## src/rtl/sargantana_icache_pkg.sv

```systemverilog
`default_nettype none
// ============================================================================
//  Module      : sargantana_icache_pkg
//  Description : Shared icache geometry, invalidation request, valid-bit
//                write-port bundle and valid-bit controller state encoding.
//  Revision    : 1.0 - initial release
// ============================================================================
package sargantana_icache_pkg;

   localparam int unsigned ICACHE_DEPTH        = 64;
   localparam int unsigned ADDR_WIDHT          = $clog2(ICACHE_DEPTH);
   localparam int unsigned ICACHE_N_WAY        = 4;
   localparam int unsigned ICACHE_OFFSET_WIDTH = 4;
   localparam int unsigned ICACHE_INDEX_WIDTH  = ADDR_WIDHT + ICACHE_OFFSET_WIDTH;
   localparam int unsigned PHY_ADDR_SIZE       = 32;

   // Single-line invalidation coming back on the ifill response path
   typedef struct packed {
      logic                     valid;
      logic [PHY_ADDR_SIZE-1:0] paddr;
   } inv_t;

   // One write to the valid-bit array: masked ways of set idx take data
   typedef struct packed {
      logic                    we;
      logic [ADDR_WIDHT-1:0]   idx;
      logic [ICACHE_N_WAY-1:0] way_mask;
      logic [ICACHE_N_WAY-1:0] data;
   } vb_wr_t;

   typedef enum logic [1:0] {
      VB_IDLE  = 2'd0,
      VB_DRAIN = 2'd1,
      VB_SWEEP = 2'd2,
      VB_DONE  = 2'd3
   } vb_state_t;

endpackage
`default_nettype wire

```

## src/rtl/sargantana_icache_inv_fifo.sv

```systemverilog
`default_nettype none
// ============================================================================
//  Module      : sargantana_icache_inv_fifo
//  Description : Small FIFO of set indices for invalidations that lost the
//                valid-bit write port to a fill. Clear has priority over
//                push/pop. A push while full is accepted only if a pop
//                frees the slot in the same cycle.
//  Revision    : 1.0 - initial release
// ============================================================================
module sargantana_icache_inv_fifo #(
   parameter int unsigned DEPTH = 2,
   parameter int unsigned WIDTH = 6
) (
   input  logic             clk_i,
   input  logic             rst_i,
   input  logic             push_i,
   input  logic [WIDTH-1:0] data_i,
   input  logic             pop_i,
   input  logic             clear_i,
   output logic             full_o,
   output logic             empty_o,
   output logic [WIDTH-1:0] head_o
);

   localparam int unsigned PTR_W = (DEPTH > 1) ? $clog2(DEPTH) : 1;

   logic [WIDTH-1:0] mem_q [DEPTH];
   logic [PTR_W-1:0] wptr_q;
   logic [PTR_W-1:0] rptr_q;
   logic [PTR_W:0]   cnt_q;
   logic             do_push;
   logic             do_pop;

   assign full_o  = (cnt_q == (PTR_W+1)'(DEPTH));
   assign empty_o = (cnt_q == '0);
   assign head_o  = mem_q[rptr_q];
   assign do_push = push_i & (~full_o | pop_i);
   assign do_pop  = pop_i & ~empty_o;

   // Pointer and occupancy bookkeeping; clear empties the queue at once
   always_ff @(posedge clk_i or posedge rst_i) begin
      if (rst_i) begin
         wptr_q <= '0;
         rptr_q <= '0;
         cnt_q  <= '0;
      end else if (clear_i) begin
         wptr_q <= '0;
         rptr_q <= '0;
         cnt_q  <= '0;
      end else begin
         if (do_push) wptr_q <= wptr_q + PTR_W'(1);
         if (do_pop)  rptr_q <= rptr_q + PTR_W'(1);
         case ({do_push, do_pop})
            2'b10:   cnt_q <= cnt_q + (PTR_W+1)'(1);
            2'b01:   cnt_q <= cnt_q - (PTR_W+1)'(1);
            default: cnt_q <= cnt_q;
         endcase
      end
   end

   // Storage needs no reset: occupancy alone decides what is valid
   always_ff @(posedge clk_i) begin
      if (do_push && !clear_i) mem_q[wptr_q] <= data_i;
   end

endmodule
`default_nettype wire

```

## src/rtl/sargantana_icache_vb_ctrl.sv

```systemverilog
`default_nettype none
// ============================================================================
//  Module      : sargantana_icache_vb_ctrl
//  Description : Sole owner of the valid-bit array write port. Arbitrates
//                fills, single-set invalidations and full-cache sweeps
//                (fence.i and post-reset init); all outputs are registered.
//  Revision    : 1.0 - initial release
// ============================================================================
module sargantana_icache_vb_ctrl
   import sargantana_icache_pkg::*;
#(
   parameter int unsigned RESET_SWEEP    = 1,
   parameter int unsigned INV_FIFO_DEPTH = 2,
   parameter int unsigned DEPTH          = ICACHE_DEPTH
) (
   input  logic                    clk_i,
   input  logic                    rst_i,
   input  logic                    flush_i,
   input  logic                    ctrl_idle_i,
   input  logic                    fill_we_i,
   input  logic [ADDR_WIDHT-1:0]   fill_idx_i,
   input  logic [ICACHE_N_WAY-1:0] fill_way_i,
   input  inv_t                    inv_i,
   output logic                    busy_o,
   output logic                    flush_done_o,
   output vb_wr_t                  vb_wr_o
);

   localparam vb_state_t             c_reset_state = (RESET_SWEEP != 0) ? VB_SWEEP : VB_IDLE;
   localparam logic                  c_reset_busy  = (RESET_SWEEP != 0);
   localparam logic [ADDR_WIDHT-1:0] c_last_idx    = ADDR_WIDHT'(DEPTH - 1);

   vb_state_t             state_q, state_d;
   logic [ADDR_WIDHT-1:0] cnt_q, cnt_d;
   logic                  flush_pend_q, flush_pend_d;
   vb_wr_t                vb_wr_q, vb_wr_d;
   logic                  busy_q, busy_d;
   logic                  flush_done_q, flush_done_d;

   logic                  in_sweep;
   logic [ADDR_WIDHT-1:0] inv_idx;
   logic                  fifo_push_req, fifo_push, fifo_pop, fifo_clear;
   logic                  fifo_full, fifo_empty;
   logic [ADDR_WIDHT-1:0] fifo_head;
   logic                  unused_inv_paddr;

   assign in_sweep = (state_q == VB_SWEEP);
   assign inv_idx  = inv_i.paddr[ICACHE_INDEX_WIDTH-1:ICACHE_OFFSET_WIDTH];
   assign unused_inv_paddr = ^{inv_i.paddr[PHY_ADDR_SIZE-1:ICACHE_INDEX_WIDTH],
                               inv_i.paddr[ICACHE_OFFSET_WIDTH-1:0]};

   sargantana_icache_inv_fifo #(
      .DEPTH (INV_FIFO_DEPTH),
      .WIDTH (ADDR_WIDHT)
   ) u_inv_fifo (
      .clk_i   (clk_i),
      .rst_i   (rst_i),
      .push_i  (fifo_push),
      .data_i  (inv_idx),
      .pop_i   (fifo_pop),
      .clear_i (fifo_clear),
      .full_o  (fifo_full),
      .empty_o (fifo_empty),
      .head_o  (fifo_head)
   );

   // State register: FSM, sweep counter and deferred-flush flag
   always_ff @(posedge clk_i or posedge rst_i) begin
      if (rst_i) begin
         state_q      <= c_reset_state;
         cnt_q        <= '0;
         flush_pend_q <= 1'b0;
      end else begin
         state_q      <= state_d;
         cnt_q        <= cnt_d;
         flush_pend_q <= flush_pend_d;
      end
   end

   // Next state: a flush that lands mid-sweep re-runs the whole sweep
   always_comb begin
      state_d      = state_q;
      cnt_d        = cnt_q;
      flush_pend_d = flush_pend_q;
      case (state_q)
         VB_IDLE: begin
            if (flush_i) state_d = ctrl_idle_i ? VB_SWEEP : VB_DRAIN;
         end
         VB_DRAIN: begin
            if (ctrl_idle_i) state_d = VB_SWEEP;
         end
         VB_SWEEP: begin
            if (flush_i) flush_pend_d = 1'b1;
            if (cnt_q == c_last_idx) begin
               cnt_d   = '0;
               state_d = VB_DONE;
            end else begin
               cnt_d = cnt_q + ADDR_WIDHT'(1);
            end
         end
         VB_DONE: begin
            cnt_d = '0;
            if (flush_pend_q || flush_i) begin
               state_d      = VB_DRAIN;
               flush_pend_d = 1'b0;
            end else begin
               state_d = VB_IDLE;
            end
         end
         default: state_d = VB_IDLE;
      endcase
   end

   // Outputs: sweep owns the port, otherwise fill > queued inv > new inv
   always_comb begin
      vb_wr_d       = '0;
      fifo_push_req = 1'b0;
      fifo_pop      = 1'b0;
      fifo_clear    = (state_d == VB_SWEEP) && !in_sweep;
      busy_d        = (state_q != VB_IDLE);
      flush_done_d  = (state_q == VB_DONE);
      if (in_sweep) begin
         vb_wr_d.we       = 1'b1;
         vb_wr_d.idx      = cnt_q;
         vb_wr_d.way_mask = '1;
         vb_wr_d.data     = '0;
      end else begin
         fifo_pop      = !fill_we_i && !fifo_empty;
         fifo_push_req = inv_i.valid && (fill_we_i || !fifo_empty);
         if (fill_we_i) begin
            vb_wr_d.we       = 1'b1;
            vb_wr_d.idx      = fill_idx_i;
            vb_wr_d.way_mask = fill_way_i;
            vb_wr_d.data     = '1;
         end else if (!fifo_empty) begin
            vb_wr_d.we       = 1'b1;
            vb_wr_d.idx      = fifo_head;
            vb_wr_d.way_mask = '1;
            vb_wr_d.data     = '0;
         end else if (inv_i.valid) begin
            vb_wr_d.we       = 1'b1;
            vb_wr_d.idx      = inv_idx;
            vb_wr_d.way_mask = '1;
            vb_wr_d.data     = '0;
         end
      end
      fifo_push = fifo_push_req && (!fifo_full || fifo_pop);
   end

   // Output register: every request becomes visible one cycle later
   always_ff @(posedge clk_i or posedge rst_i) begin
      if (rst_i) begin
         vb_wr_q      <= '0;
         busy_q       <= c_reset_busy;
         flush_done_q <= 1'b0;
      end else begin
         vb_wr_q      <= vb_wr_d;
         busy_q       <= busy_d;
         flush_done_q <= flush_done_d;
      end
   end

   assign vb_wr_o      = vb_wr_q;
   assign busy_o       = busy_q;
   assign flush_done_o = flush_done_q;

   a_no_fill_in_sweep: assert property (@(posedge clk_i) disable iff (rst_i)
      !(fill_we_i && in_sweep));

   a_no_push_when_full: assert property (@(posedge clk_i) disable iff (rst_i)
      !(fifo_push_req && fifo_full && !fifo_pop));

endmodule
`default_nettype wire

```

## config.mk

```make
export PLATFORM = sky130hd
export DESIGN_NAME = sargantana_icache_vb_ctrl
export DESIGN_NICKNAME = d
export VERILOG_FILES = /design/src/rtl/sargantana_icache_pkg.sv /design/src/rtl/sargantana_icache_inv_fifo.sv /design/src/rtl/sargantana_icache_vb_ctrl.sv
export SDC_FILE = /design/constraint.sdc
export NUM_CORES = 1
export LEC_CHECK = 0
export CAP_MARGIN = 5
export CELL_PAD_IN_SITES_DETAIL_PLACEMENT = 1
export CELL_PAD_IN_SITES_GLOBAL_PLACEMENT = 2
export CORE_MARGIN = 2
export CORE_UTILIZATION = 24
export DETAILED_ROUTE_END_ITERATION = 8
export GPL_TIMING_DRIVEN = 0
export PLACE_DENSITY_LB_ADDON = 0.1
export SYNTH_ARGS = -nofsm -noshare
export SYNTH_HDL_FRONTEND = slang
export SYNTH_HIERARCHICAL = 1
export SYNTH_SLANG_ARGS = --single-unit
```

## constraint.sdc

```tcl
create_clock -name clk_i -period 2.3 [get_ports clk_i]
set_input_delay 0.46 -clock clk_i [delete_from_list [all_inputs] [get_ports clk_i]]
set_output_delay 0.46 -clock clk_i [all_outputs]
set_load 0.1 [all_outputs]
```

# --- Word-level counts from Yosys, hierarchy flattened ---
# Memories as Yosys holds them, arrays and structs flattened.
# Cells that the tools add are included.
totals:
  out_inout_bits: 17
  ramBits: 12
  ff_bits: 30
  input_bits: 48
  n_memories: 1
  wordCells: 79
memory_table:
  columns: ["name", "words", "word_bits", "rd", "rd_ports_with_merged_regs", "wr", "line", "text"]
  rows:
  - ["u_inv_fifo.mem_q", 2, 6, 1, 0, 1, "sargantana_icache_inv_fifo.sv:27", "logic [WIDTH-1:0] mem_q [DEPTH];"]
classes:
  muxes: 25
  bitwise_logic: 5
  add_sub_neg: 5
  n_eq_ne: 10
  n_reduce_logical: 21
op_table:
  columns: ["operator", "count"]
  rows:
  - ["two-way mux 15 bit", 4]
  - ["one-hot mux 6 bit (2 select lines)", 1]
  - ["two-way mux 1 bit", 11]
  - ["equality test 2 bit, second input constant", 5]
  - ["two-way mux 2 bit", 5]
  - ["one-hot mux 2 bit (4 select lines)", 1]
  - ["nonzero test 2 bit", 4]
  - ["adder 6 x 1 -> 6 bit, second input constant", 1]
  - ["equality test 6 bit, second input constant", 1]
  - ["two-way mux 6 bit", 1]
  - ["logical AND 1 bit", 5]
  - ["logical NOT 1 bit", 5]
  - ["equality test 2 x 1 -> 1 bit, second input constant", 2]
  - ["logical NOT 2 bit", 2]
  - ["one-hot mux 2 bit (2 select lines)", 1]
  - ["logical OR 1 bit", 3]
  - ["AND reduction 3 bit", 1]
  - ["nonzero test 3 bit", 1]
  - ["adder 1 bit, second input constant", 2]
  - ["adder 2 x 1 -> 2 bit, second input constant", 1]
  - ["bitwise AND 1 bit", 2]
  - ["inequality test 2 x 1 -> 1 bit, second input constant", 1]
  - ["inequality test 2 bit, second input constant", 1]
  - ["NOT 1 bit", 2]
  - ["3 further kinds", 3]

# --- Logic depth before layout (Yosys ltp) ---
logic_depth:
  depth_word: 10
  depth_mapped: 7
  depth_no_buf: 7

# --- Hierarchy ---
# Netlist, hierarchy kept.
by_module_without_submodules:
  columns: ["module", "seq_area_each_um2", "cells_each", "n_inst", "area_each_um2"]
  rows:
  - ["sargantana_icache_vb_ctrl", 578.1, 119, 1, 1143.6]
  - ["sargantana_icache_inv_fifo", 460.4, 47, 1, 684.4]

# --- Worst setup path after synthesis ---
# No wires, ideal clock.
synth_path:
  path_kind: "register to register"
  startpoint: "register u_inv_fifo.cnt_q[1]"
  endpoint: "memory u_inv_fifo.mem_q[1][0] (enable)"
  path_slack_ns: 0.060
  path_stages_with_launch: 6
  t_required_ns: 1.922
  n_path_buf: 1
  period_less_slack_ns: 2.240
  setup_ns: 0.378
  arrival_ns: 1.861
  path_cell_list: "dfrtp_1 > nor2_1 > buf_4 > nor3_1 > o21ai_2 > nor3b_1"
synth_between:
  elab_chain_len: 10
  word_cells_on_any_way: 17
  classes_between: "eq/ne (1); mux (4); bitwise (3); reduce/logical (9)"
synth_lines:
  columns: ["item", "line", "text"]
  rows:
  - ["start, declared", "sargantana_icache_inv_fifo.sv:30", "logic [PTR_W:0] cnt_q;"]
  - ["start signal, assigned", "sargantana_icache_inv_fifo.sv:54", "2'b10: cnt_q <= cnt_q + (PTR_W+1)'(1);"]
  - ["start signal, assigned", "sargantana_icache_inv_fifo.sv:55", "2'b01: cnt_q <= cnt_q - (PTR_W+1)'(1);"]
  - ["start signal, assigned", "sargantana_icache_inv_fifo.sv:56", "default: cnt_q <= cnt_q;"]
  - ["logical NOT 2 bit (*)", "sargantana_icache_inv_fifo.sv:35", "assign empty_o = (cnt_q == '0);"]
  - ["named net fifo_empty", "sargantana_icache_vb_ctrl.sv:43", "logic fifo_full, fifo_empty;"]
  - ["logical NOT 1 bit (*)", null, null]
  - ["logical AND 1 bit (*)", "sargantana_icache_vb_ctrl.sv:128", "fifo_pop = !fill_we_i && !fifo_empty;"]
  - ["two-way mux 1 bit (*)", "sargantana_icache_vb_ctrl.sv:122", "if (in_sweep) begin"]
  - ["named net fifo_pop", "sargantana_icache_vb_ctrl.sv:42", "logic fifo_push_req, fifo_push, fifo_pop, fifo_clear;"]
  - ["logical OR 1 bit", "sargantana_icache_vb_ctrl.sv:147", "fifo_push = fifo_push_req && (!fifo_full || fifo_pop);"]
  - ["logical AND 1 bit", "sargantana_icache_vb_ctrl.sv:147", null]
  - ["bitwise AND 1 bit (*)", "sargantana_icache_inv_fifo.sv:37", "assign do_push = push_i & (~full_o | pop_i);"]
  - ["logical AND 1 bit (*)", "sargantana_icache_inv_fifo.sv:63", "if (do_push && !clear_i) mem_q[wptr_q] <= data_i;"]
  - ["two-way mux 1 bit (*)", "sargantana_icache_inv_fifo.sv:63", null]
  - ["two-way mux 1 bit (implied by the code) (*)", "sargantana_icache_inv_fifo.sv:63", null]
  - ["end, declared", "sargantana_icache_inv_fifo.sv:27", null]
# The timed path passes the listed nets; every way through them passes the cells marked *.

# --- Worst setup path after layout ---
layout_path:
  startpoint: "register vb_wr_q, in the netlist vb_wr_o[9]"
  endpoint: "output vb_wr_o[9] in the netlist's numbering"
layout_lines:
  columns: ["item", "line", "text"]
  rows:
  - ["start, declared", "sargantana_icache_vb_ctrl.sv:36", "vb_wr_t vb_wr_q, vb_wr_d;"]
  - ["start signal, assigned", "sargantana_icache_vb_ctrl.sv:157", "vb_wr_q <= vb_wr_d;"]
  - ["end, declared", "sargantana_icache_vb_ctrl.sv:26", "output vb_wr_t vb_wr_o"]
# No word-level cell between the ends.

==> metrics.yaml <==
sta:
  transition_at_the_pin_with_the_smallest_max_transition_slack_ns: 0.977
  report.final.slew_viol_count: 0
  worst_hold_slack_ns: 0.370
  final.min_clock_period_ns: 2.23
  finalCritPeriodShare: 0.968
  clock-skew-final_ns: 0.00995
  maxClockFrequency_ghz: 0.449
  hold_violations: 0
  grt_setup_unrepaired: "no"
  finalSetupViolCount: 0
  timing.slew.headroom: 0.347
drt:
  drt_pre_antenna_iters: 4
  post_drt_via_cell_ratio: 4.55
  detail_route.wl_per_cell_microns: 15.5
  dr.first_iter.drc_count: 67
  remaining_drc_errors: 0
  routed_wirelength_microns: 4810
  vias: 1409
  route.antenna.remaining_nets: 0
synth:
  synth_largest_area_cell: "sky130_fd_sc_hd__dfrtp_1"
  ys_top_cells_by_area: "sky130_fd_sc_hd__dfrtp_1 (34%), sky130_fd_sc_hd__edfxtp_1 (20%), sky130_fd_sc_hd__o21ai_0 (4.4%)"
  top_count_cell_post_synth: "sky130_fd_sc_hd__dfrtp_1"
  ys_seq_elements: 39
  synth_compound_area_frac: 0.148
  synth.cell_area_sq_um: 1830
  synth_adder_area_share: 0.00684
  postSynthCellCount: 166
  netlist_top_cells_count: "sky130_fd_sc_hd__dfrtp_1 (25), sky130_fd_sc_hd__o21ai_0 (16), sky130_fd_sc_hd__nor2_1 (13)"
  ys.flop_type: "sky130_fd_sc_hd__dfrtp_1"
  main_combinational_cell_family_by_area_after_synthesis: "compound AO/OA/AOI/OAI gates"
  avgSynthCellArea_sq_um: 11.0
  mappedNetlistNets: 215
  synth_edf_count: 12
  synth_async_sr_flop_share: 0.692
  yosys.area.top_type_share: 0.342
  yosysSeqAreaShare: 0.568
  netlist-cell-type-count: 40
  synthMuxAreaShare: 0.0616
  synth_simple_gate_area_share: 0.147
  synthesis.yosys.warnings: 6
  post_synth_xor_area_fraction: 0.00958
clock_network:
  cts_tree: "built"
  insertion_delay_ns: 0.29
  cts.hold.buffers_added: 0
  tritoncts.num_buffers: 5
  cts_num_sinks: 39
  clock_path_buffers: 2
  cts.reportedPaths.clkPinSlew_ns: 0.08
  root_buffer: "sky130_fd_sc_hd__clkbuf_8"
  cts_max_level: 2
finish:
  area_growth_pct: 34.9
  final_util: 0.336
  drive_gt1_frac: 0.185
  fillerInstances: 824
  finalNetCount: 259
  antennaDiodeCount: 0
worst_setup_path:
  timing.setup.critical_path_class: "reg -> out"
  worst_setup_path_start_kind: "register"
  worstPathCellList: "clkdlybuf4s50_1"
  critPathMaxFanout: 1
  data_arrival_time_of_the_critical_path_ns: 1.77
  critical_path.top_delay_family: "buffers and inverters"
  crit_path_max_incr_delay_ns: 1.13
  critical_path_required_ns: 1.84
  critPathCaptureType: "output port"
  worst_path_bufs_invs: 1
  crit_path_top_delay_cell: "sky130_fd_sc_hd__clkdlybuf4s50_1"
power_and_ir_drop:
  vdd_drop_max_mv: 0.422
  finalPower_mw: 3.88
  p_switching_mw: 1.92
  leakagePower_nw: 0.995
  power_density_nw_per_um2: 1570
  power.share.sequential: 0.298
  power.clock.fraction: 0.150
  swShare: 0.496
  p_comb_frac: 0.552
  p_int_mw: 1.96
global_route:
  layer_with_the_highest_usage: "met2"
  grt_antenna_before_repair: 0
  grt_use_total: 0.119
  overflow: 0
  globalRouteMet2Util: 0.204
  via_count_of_the_first_global_routing_pass: 1516
  grt_pass1_wl_microns: 7790
  met1_usage: 0.149
  grt.met3_usage: 0.0274
  grt_max_degree: 24
place:
  detailed_place_hpwl_microns: 3510
  routabilityCongestion: 0.741
  numPortBuffers: 36
die:
  fp.dieArea_sq_um: 8330
  die_height_microns: 91.3
  start_util: 0.249
  core_region_area_sq_um: 7330
  ioPinCount: 65
  die_w_microns: 91.3
  placementRows: 31
outcome:
  run_status: "finished clean"
min_path:
  timing.hold.worst.class: "in -> async"
flow_run:
  drv_cap: 0
## area by class of cell
| cell class | instances | area [sq um] | share of cell area |
|---|---|---|---|
| well taps | 99 | 124 | 0.0502 |
| clock inverters | 3 | 43.8 | 0.0178 |
| clock buffers | 5 | 68.8 | 0.0279 |
| plain buffers | 12 | 77.6 | 0.0315 |
| inverters | 8 | 30.0 | 0.0122 |
| multi-input cells | 107 | 709 | 0.288 |
| repair buffers | 37 | 374 | 0.152 |
| flip-flops and latches | 39 | 1040 | 0.421 |
## per-stage QoR
step | worst slack, ns | instance area (sq um) | cells | setup TNS, ns
after floorplan | 0.0602 | 1830 | 166 | 0
after global placement | -0.478 | 2310 | 301 | -5.14
after detailed placement | -0.584 | 2310 | 301 | -6.19
after CTS | 0.0477 | 2440 | 309 | 0
after global routing | 0.0211 | 2470 | 310 | 0
final | 0.0745 | 2470 | 310 | 0
## registers in the layout, summed over array words and instances (netlist names)
| register | cells |
|---|---|
| vb_wr_o | 12 |
| flush_pend_q | 1 |
| busy_o | 1 |
| u_inv_fifo/wptr_q | 1 |
| state_q | 2 |
| u_inv_fifo/rptr_q | 1 |
| u_inv_fifo/mem_q | 12 |
| u_inv_fifo/cnt_q | 2 |
| flush_done_o | 1 |
| cnt_q | 6 |
## path summary, 6_finish.rpt
path | start | to | slack, ns | cells past startpoint
max | vb_wr_o[9]$_DFF_PP0_ | vb_wr_o[9] | 0.07 | 1
min | rst_i | u_inv_fifo/cnt_q[0]$_DFFE_PP0P_ | 0.37 | 2
max reg2reg | u_inv_fifo/cnt_q[1]$_DFFE_PP0P_ | u_inv_fifo/mem_q[1][0]$_DFFE_PP_ | 0.20 | 6
min reg2reg | flush_pend_q$_DFFE_PP0P_ | flush_pend_q$_DFFE_PP0P_ | 0.50 | 2
max in group asynchronous | rst_i | cnt_q[0]$_DFFE_PP0P_ | 1.03 | 2
min in group clk_i | flush_pend_q$_DFFE_PP0P_ | flush_pend_q$_DFFE_PP0P_ | 0.50 | 2
## timing repair
item,in CTS,in global routing
cloned,0,0
gates resized for setup,9,1
pin swaps,0,1
setup buffers,0,1
setup endpoints to repair,17,12
## power groups by stage
stage / Combinational, mW / Sequential, mW / Clock (mW)
after global placement: 2.10 / 1.15 / 0
after global routing: 2.29 / 1.19 / 0.634
after detailed placement: 2.14 / 1.17 / 0
after CTS: 2.14 / 1.16 / 0.603
final: 2.14 / 1.16 / 0.581
after floorplan: 0.923 / 1.84 / 0
## metal layers
layer | wire [microns] | up-vias
met5 | 0 | -
met4 | 42 | 0
met3 | 190 | 4
met2 | 2360 | 30
met1 | 2220 | 704
li1 | - | 671
## placed cells by master (no fill, tap or decap), drive strengths merged
master / count
or3b: 1
a31o: 2
and4: 1
inv: 8
nor2b: 9
and2: 1
mux2: 7
clkdlybuf4s50: 31
a21oi: 5
nor3: 4
o21ai: 19
nand3: 2
xor2: 2
o21a: 1
or2: 1
mux2i: 3
o22ai: 6
bufinv: 1
clkbuf: 6
nor2: 13
buf: 12
clkinv: 2
nand2: 10
ha: 1
nand2b: 5
dfrtp: 25
a21o: 2
dfstp: 2
a31oi: 1
a41oi: 1
and2b: 2
edfxtp: 12
a311oi: 6
nor3b: 1
and3: 1
dlygate4sd2: 5
## kinds of logic (layout without fill, tap and decap cells)
logic type / Yosys count / in the layout
adder cells (fa/ha/maj): 1 / 1
multiplexers: 10 / 10
AO/OA/AOI/OAI: 43 / 43
XOR/XNOR: 2 / 2
flip-flops: 39 / 39
AND/OR/NAND/NOR: 51 / 51
buffers and inverters: 20 / 65
Power figures use the tool's default switching activity.
